<file path="src/rtl/cla_sub16_pipe_pkg.sv">
// rtl/cla_sub16_pipe_pkg.sv - shared constants for the pipelined lookahead subtractor
package cla_sub16_pipe_pkg;

   localparam int WIDTH_DEF = 16;
   localparam int GROUP_DEF = 4;
   localparam int NGRP      = WIDTH_DEF / (2 * GROUP_DEF);

   // Bit positions inside the registered {borrow, ovf, zero} flag bundle
   localparam int FLAG_ZERO   = 0;
   localparam int FLAG_OVF    = 1;
   localparam int FLAG_BORROW = 2;
   localparam int NFLAG       = 3;

endpackage

</file>
<file path="src/rtl/cla_sub16_pipe_cla.sv">
// rtl/cla_sub16_pipe_cla.sv - lookahead group adder and group carry unit
module cla_group_pg #(
   parameter int GROUP = 4
) (
   input  logic [GROUP-1:0] x,
   input  logic [GROUP-1:0] y,
   input  logic             cin,
   output logic [GROUP-1:0] sum,
   output logic             p,
   output logic             g
);

   logic [GROUP-1:0] bit_p;
   logic [GROUP-1:0] bit_g;
   logic [GROUP-1:0] c;
   logic             g_acc;

   always_comb begin
      bit_p = x ^ y;
      bit_g = x & y;
      c     = '0;
      c[0]  = cin;
      for (int i = 0; i < GROUP - 1; i++) begin
         c[i+1] = bit_g[i] | (bit_p[i] & c[i]);
      end
      sum = bit_p ^ c;
      p   = &bit_p;
      // Group generate is independent of cin, so P/G can feed the carry unit directly
      g_acc = 1'b0;
      for (int i = 0; i < GROUP; i++) begin
         g_acc = bit_g[i] | (bit_p[i] & g_acc);
      end
      g = g_acc;
   end

endmodule

module cla_lcu #(
   parameter int NG = 2
) (
   input  logic [NG-1:0] p,
   input  logic [NG-1:0] g,
   input  logic          cin,
   output logic [NG:0]   c
);

   always_comb begin
      c    = '0;
      c[0] = cin;
      for (int k = 0; k < NG; k++) begin
         c[k+1] = g[k] | (p[k] & c[k]);
      end
   end

endmodule

</file>
<file path="src/rtl/cla_sub16_pipe.sv">
// rtl/cla_sub16_pipe.sv - two-stage pipelined A - B - bin with valid/ready on both sides
module cla_sub16_pipe
   import cla_sub16_pipe_pkg::*;
#(
   parameter int WIDTH = WIDTH_DEF,
   parameter int GROUP = GROUP_DEF
) (
   input  logic             clk,
   input  logic             rst_n,
   input  logic             in_valid,
   output logic             in_ready,
   input  logic [WIDTH-1:0] a,
   input  logic [WIDTH-1:0] b,
   input  logic             bin,
   output logic             out_valid,
   input  logic             out_ready,
   output logic [WIDTH-1:0] diff,
   output logic             borrow,
   output logic             ovf,
   output logic             zero
);

   localparam int HALF = WIDTH / 2;
   localparam int NG   = HALF / GROUP;

   logic v1, v2, rdy1, rdy2;

   logic [HALF-1:0] b_lo_n;
   logic [HALF-1:0] s1_sum;
   logic [NG-1:0]   s1_p, s1_g;
   logic [NG:0]     s1_c;

   logic [HALF-1:0] diff_lo_q;
   logic            c_mid_q;
   logic [HALF-1:0] a_hi_q;
   logic [HALF-1:0] b_hi_n_q;

   logic [HALF-1:0] s2_sum;
   logic [NG-1:0]   s2_p, s2_g;
   logic [NG:0]     s2_c;
   logic [WIDTH-1:0] s2_diff;
   logic [NFLAG-1:0] s2_flags;

   logic [WIDTH-1:0] diff_q;
   logic [NFLAG-1:0] flags_q;

   assign rdy2     = !v2 || out_ready;
   assign rdy1     = !v1 || rdy2;
   assign in_ready = rdy1;

   // Subtraction as a + ~b with carry-in ~bin; borrow is the inverted carry-out
   assign b_lo_n = ~b[HALF-1:0];

   for (genvar gi = 0; gi < NG; gi++) begin : g_lo
      cla_group_pg #(.GROUP(GROUP)) u_grp (
         .x   (a[gi*GROUP +: GROUP]),
         .y   (b_lo_n[gi*GROUP +: GROUP]),
         .cin (s1_c[gi]),
         .sum (s1_sum[gi*GROUP +: GROUP]),
         .p   (s1_p[gi]),
         .g   (s1_g[gi])
      );
   end

   cla_lcu #(.NG(NG)) u_lcu_lo (
      .p   (s1_p),
      .g   (s1_g),
      .cin (~bin),
      .c   (s1_c)
   );

   for (genvar gi = 0; gi < NG; gi++) begin : g_hi
      cla_group_pg #(.GROUP(GROUP)) u_grp (
         .x   (a_hi_q[gi*GROUP +: GROUP]),
         .y   (b_hi_n_q[gi*GROUP +: GROUP]),
         .cin (s2_c[gi]),
         .sum (s2_sum[gi*GROUP +: GROUP]),
         .p   (s2_p[gi]),
         .g   (s2_g[gi])
      );
   end

   cla_lcu #(.NG(NG)) u_lcu_hi (
      .p   (s2_p),
      .g   (s2_g),
      .cin (c_mid_q),
      .c   (s2_c)
   );

   always_comb begin
      s2_diff = {s2_sum, diff_lo_q};
      s2_flags = '0;
      s2_flags[FLAG_BORROW] = ~s2_c[NG];
      // b_hi_n_q holds ~b, so equal MSBs here mean a and b had opposite signs
      s2_flags[FLAG_OVF]    = (a_hi_q[HALF-1] == b_hi_n_q[HALF-1]) &&
                              (s2_sum[HALF-1] != a_hi_q[HALF-1]);
      s2_flags[FLAG_ZERO]   = (s2_diff == '0);
   end

   always_ff @(posedge clk or negedge rst_n) begin
      if (!rst_n) begin
         v1        <= 1'b0;
         diff_lo_q <= '0;
         c_mid_q   <= 1'b0;
         a_hi_q    <= '0;
         b_hi_n_q  <= '0;
      end else begin
         if (rdy1) begin
            v1 <= in_valid;
         end
         if (in_valid && rdy1) begin
            diff_lo_q <= s1_sum;
            c_mid_q   <= s1_c[NG];
            a_hi_q    <= a[WIDTH-1:HALF];
            b_hi_n_q  <= ~b[WIDTH-1:HALF];
         end
      end
   end

   always_ff @(posedge clk or negedge rst_n) begin
      if (!rst_n) begin
         v2      <= 1'b0;
         diff_q  <= '0;
         flags_q <= '0;
      end else begin
         if (rdy2) begin
            v2 <= v1;
         end
         if (v1 && rdy2) begin
            diff_q  <= s2_diff;
            flags_q <= s2_flags;
         end
      end
   end

   assign out_valid = v2;
   assign diff      = diff_q;
   assign borrow    = flags_q[FLAG_BORROW];
   assign ovf       = flags_q[FLAG_OVF];
   assign zero      = flags_q[FLAG_ZERO];

endmodule

</file>
<file path="config.mk">
export PLATFORM = sky130hd
export DESIGN_NAME = cla_sub16_pipe
export DESIGN_NICKNAME = d
export VERILOG_FILES = /design/src/rtl/cla_sub16_pipe_pkg.sv /design/src/rtl/cla_sub16_pipe_cla.sv /design/src/rtl/cla_sub16_pipe.sv
export SDC_FILE = /design/constraint.sdc
export NUM_CORES = 1
export LEC_CHECK = 0
export ABC_AREA = 1
export CELL_PAD_IN_SITES_DETAIL_PLACEMENT = 1
export CELL_PAD_IN_SITES_GLOBAL_PLACEMENT = 2
export CORE_ASPECT_RATIO = 1.5
export CORE_UTILIZATION = 30
export DETAILED_ROUTE_END_ITERATION = 10
export PLACE_DENSITY = 0.81
export SYNTH_ARGS = -nofsm -noshare
export SYNTH_HDL_FRONTEND = slang
export SYNTH_SLANG_ARGS = --single-unit
</file>
<file path="constraint.sdc">
create_clock -name clk -period 3.6 [get_ports clk]
set_clock_uncertainty 0.05 [all_clocks]
set_input_delay 0.54 -clock clk [delete_from_list [all_inputs] [get_ports clk]]
set_output_delay 0.54 -clock clk [all_outputs]
set_load 0.005 [all_outputs]
</file>
==> qor.yml <==
outcome: "completed"
setup-tns-final_ns: 0
syn-num-nets: 341
async_flop_share: 1.00
fin_crit_ns: 3.08
avgViaCountPerCell: 4.34
seq_area_frac_synth: 0.464
synth_seq_cells: 46
worst_pin_slew_ns: 1.04
grt_pass1_vias: 2005
area_delta_synth_final_pct: 32.1
yosys_most_used_dff: "dfrtp_1"
overflow: 0
yosys_warnings: 0
slew_headroom: 0.306
dp_hpwl_um: 4280
n_fill_cell: 985
nNetsFinal: 398
ff2ff_path_depth: 15
grt_pass1_wl_um: 9370
drive_above_1_share: 0.0449
path_clk_slew_ns: 0.06
cts_buffer_depth: 2
synth_mux_area_frac: 0
synth-xor-area-share: 0.0177
combPwrFrac: 0.330
hold_buffers: 0
synth.cell_area_sq_um: 2480
synth_fa_ha_area_frac: 0.178
yosys.area_share.simple: 0.193
period_share: 0.856
fp-row-count: 40
cts_resized: 0
drt_iter0_drc: 59
clkPwrFrac: 0.255
clkLatencyLatePin_ns: 0.29
drcViolationCount: 0
avgSynthCellArea_sq_um: 8.99
p_switching_uw: 556
yosysTopAreaCell: "dfrtp_1"
fmax_mhz: 324
reg2reg_to: "flags_q[0]"
initial_core_util: 0.310
seq_area_sq_um: 1150
synth.top_cell.area_share: 0.464
post-synth-top-count-cell: "nand2_1"
vias: 1906
multi_input_area_sq_um: 1140
cp-end-kind: "flop"
place_congestion: 0.704
power.internal_uw: 1250
wirelength_um: 5440
cts-root-buf: "clkbuf_16"
slew_viol_final: 0
hold_path.class: "in2async"
grt_antenna_before_repair: 0
die_height_um: 113
synthCells: 276
arrival_ns: 3.18
path_max_fanout: 3
ant_nets: 0
io_pins: 58
endpoint: "diff_lo_q[7]"
cts_tree: "built"
io_buffers: 57
die-area_sq_um: 8650
maxCapViolations: 0
synth_cell_types: 26
required_ns: 3.69
wl_per_cell_um: 12.4
seqPwrFrac: 0.415
cp-startpoint: "b[2]"
synth-edff-count: 0
grt_max_degree: 47
cts_buffers: 5
clock_sinks: 46
powerDensity_nw_per_um2: 552
coreArea_sq_um: 8010
first_pass_iters: 4
htreeDepth: 2
vdd_ir_drop_max_mv: 0.212
leakagePower_uw: 0.00161
fin_ws_ns: 0.517
worstSetupPathType: "in2reg"
n_antenna_cell: 0
cts_setup_buffers: 0
setup_viol: 0
synth_top_family_by_area: "simple AND/OR/NAND/NOR gates"
netSwitchingFraction: 0.308
hold_viol: 0
synthTopCellsByArea: "dfrtp_1, nand2_1, fa_1, ha_1, inv_1"
yosys-top-cells-count: "nand2_1, dfrtp_1, inv_1"
grt_usage: 0.140
synth_compound_area_frac: 0.0711
start_kind: "primary input"
rrSetupSlack_ns: 0.62
r2r-start: "a_hi_q[1]"
place_ws_ns: 0.192
rsz0062_at_grt: "no"
die_x_um: 76.3
power groups by stage:
| stage | sequential [uW] | combinational (uW) | clock, uW |
|---|---|---|---|
| 2_1_floorplan | 750 | 296 | 0 |
| 3_3_place_gp | 757 | 594 | 0 |
| 3_5_place_dp | 763 | 611 | 0 |
| 4_1_cts | 754 | 615 | 478 |
| 5_1_grt | 772 | 679 | 498 |
| 6_report | 750 | 597 | 461 |
critical path: stages:
cell and delay, ns:
clkdlybuf4s50_1 0.52, inv_1 0.06, ha_1 0.31, nand3_1 0.08
nor2_1 0.11, nor2_1 0.06, nand2_1 0.08, inv_1 0.05
fa_1 0.37, fa_1 0.39, fa_1 0.39, xor2_1 0.14
o21ai_1 0.07
cell usage in the layout, fill, tap and decap left out:
master and instances:
xor2_1 3, a21oi_2 1, inv_2 2, xnor2_1 2
nand4_1 3, inv_1 36, clkinv_2 1, nor3_1 2
a21oi_1 2, nand2_2 3, nand3_1 4, o31ai_1 1
o21ai_0 25, clkdlybuf4s50_1 56, a21o_1 1, fa_1 12
buf_2 1, ha_1 16, nand3_2 1, o21a_1 1
or2_1 1, clkbuf_16 5, clkbuf_8 1, nor2_1 10
nand2_1 95, dfrtp_1 46, o21ai_1 2, clkbuf_1 1
per-stage QoR:
step,hold slack (ns),utilization,total power [uW],area [sq um],instances
after floorplan,0.194,-,1050,2480,276
after CTS,0.430,0.409,1850,3280,439
after detailed placement,0.419,0.391,1370,3130,431
after global placement,0.416,0.391,1350,3130,431
after global routing,0.455,0.409,1950,3280,439
final,0.374,0.409,1810,3280,439
cells by family (layout without fill, tap and decap cells):
family	count (synthesis)	count (layout)
AOI/OAI and AO/OA	33	33
xor gates and xnor gates	5	5
adders and majority gates	28	28
buffers and inverters	45	103
DFF	46	46
and+or+nand+nor	119	119
cell type report:
cell class	instances	share of cell area
Clock buffer	7	0.0435
Clock inverter	1	0.00153
Inverter	38	0.0435
Multi-Input combinational cell	185	0.347
Sequential cell	46	0.351
Tap cell	105	0.0401
Timing Repair Buffer	57	0.173
routing by layer:
metal	GRT usage	vias to the layer above	wire [um]
met5	0	-	0
met4	0.0731	0	136
met3	0.0256	10	175
met2	0.243	40	2900
met1	0.163	892	2240
li1	-	964	-
how the worst min path moves through the flow:
stage,depth (start not counted),start,endpoint,slack (ns)
finish,1,rst_n,b_hi_n_q[3],0.37
global route,2,flags_q[2],flags_q[2],0.46
CTS,1,rst_n,b_hi_n_q[3],0.43
detailed placement,2,diff[1],diff[1],0.42
global placement,2,diff_lo_q[2],diff_lo_q[2],0.42
floorplan,0,rst_n,a_hi_q[0],0.19
registers in the layout (all words and copies together), names as in the netlist:
register / count
v1: 1
flags_q: 3
a_hi_q: 8
diff_lo_q: 8
b_hi_n_q: 8
diff: 16
c_mid_q: 1
out_valid: 1
No activity file was read; power rests on OpenSTA's default activity.
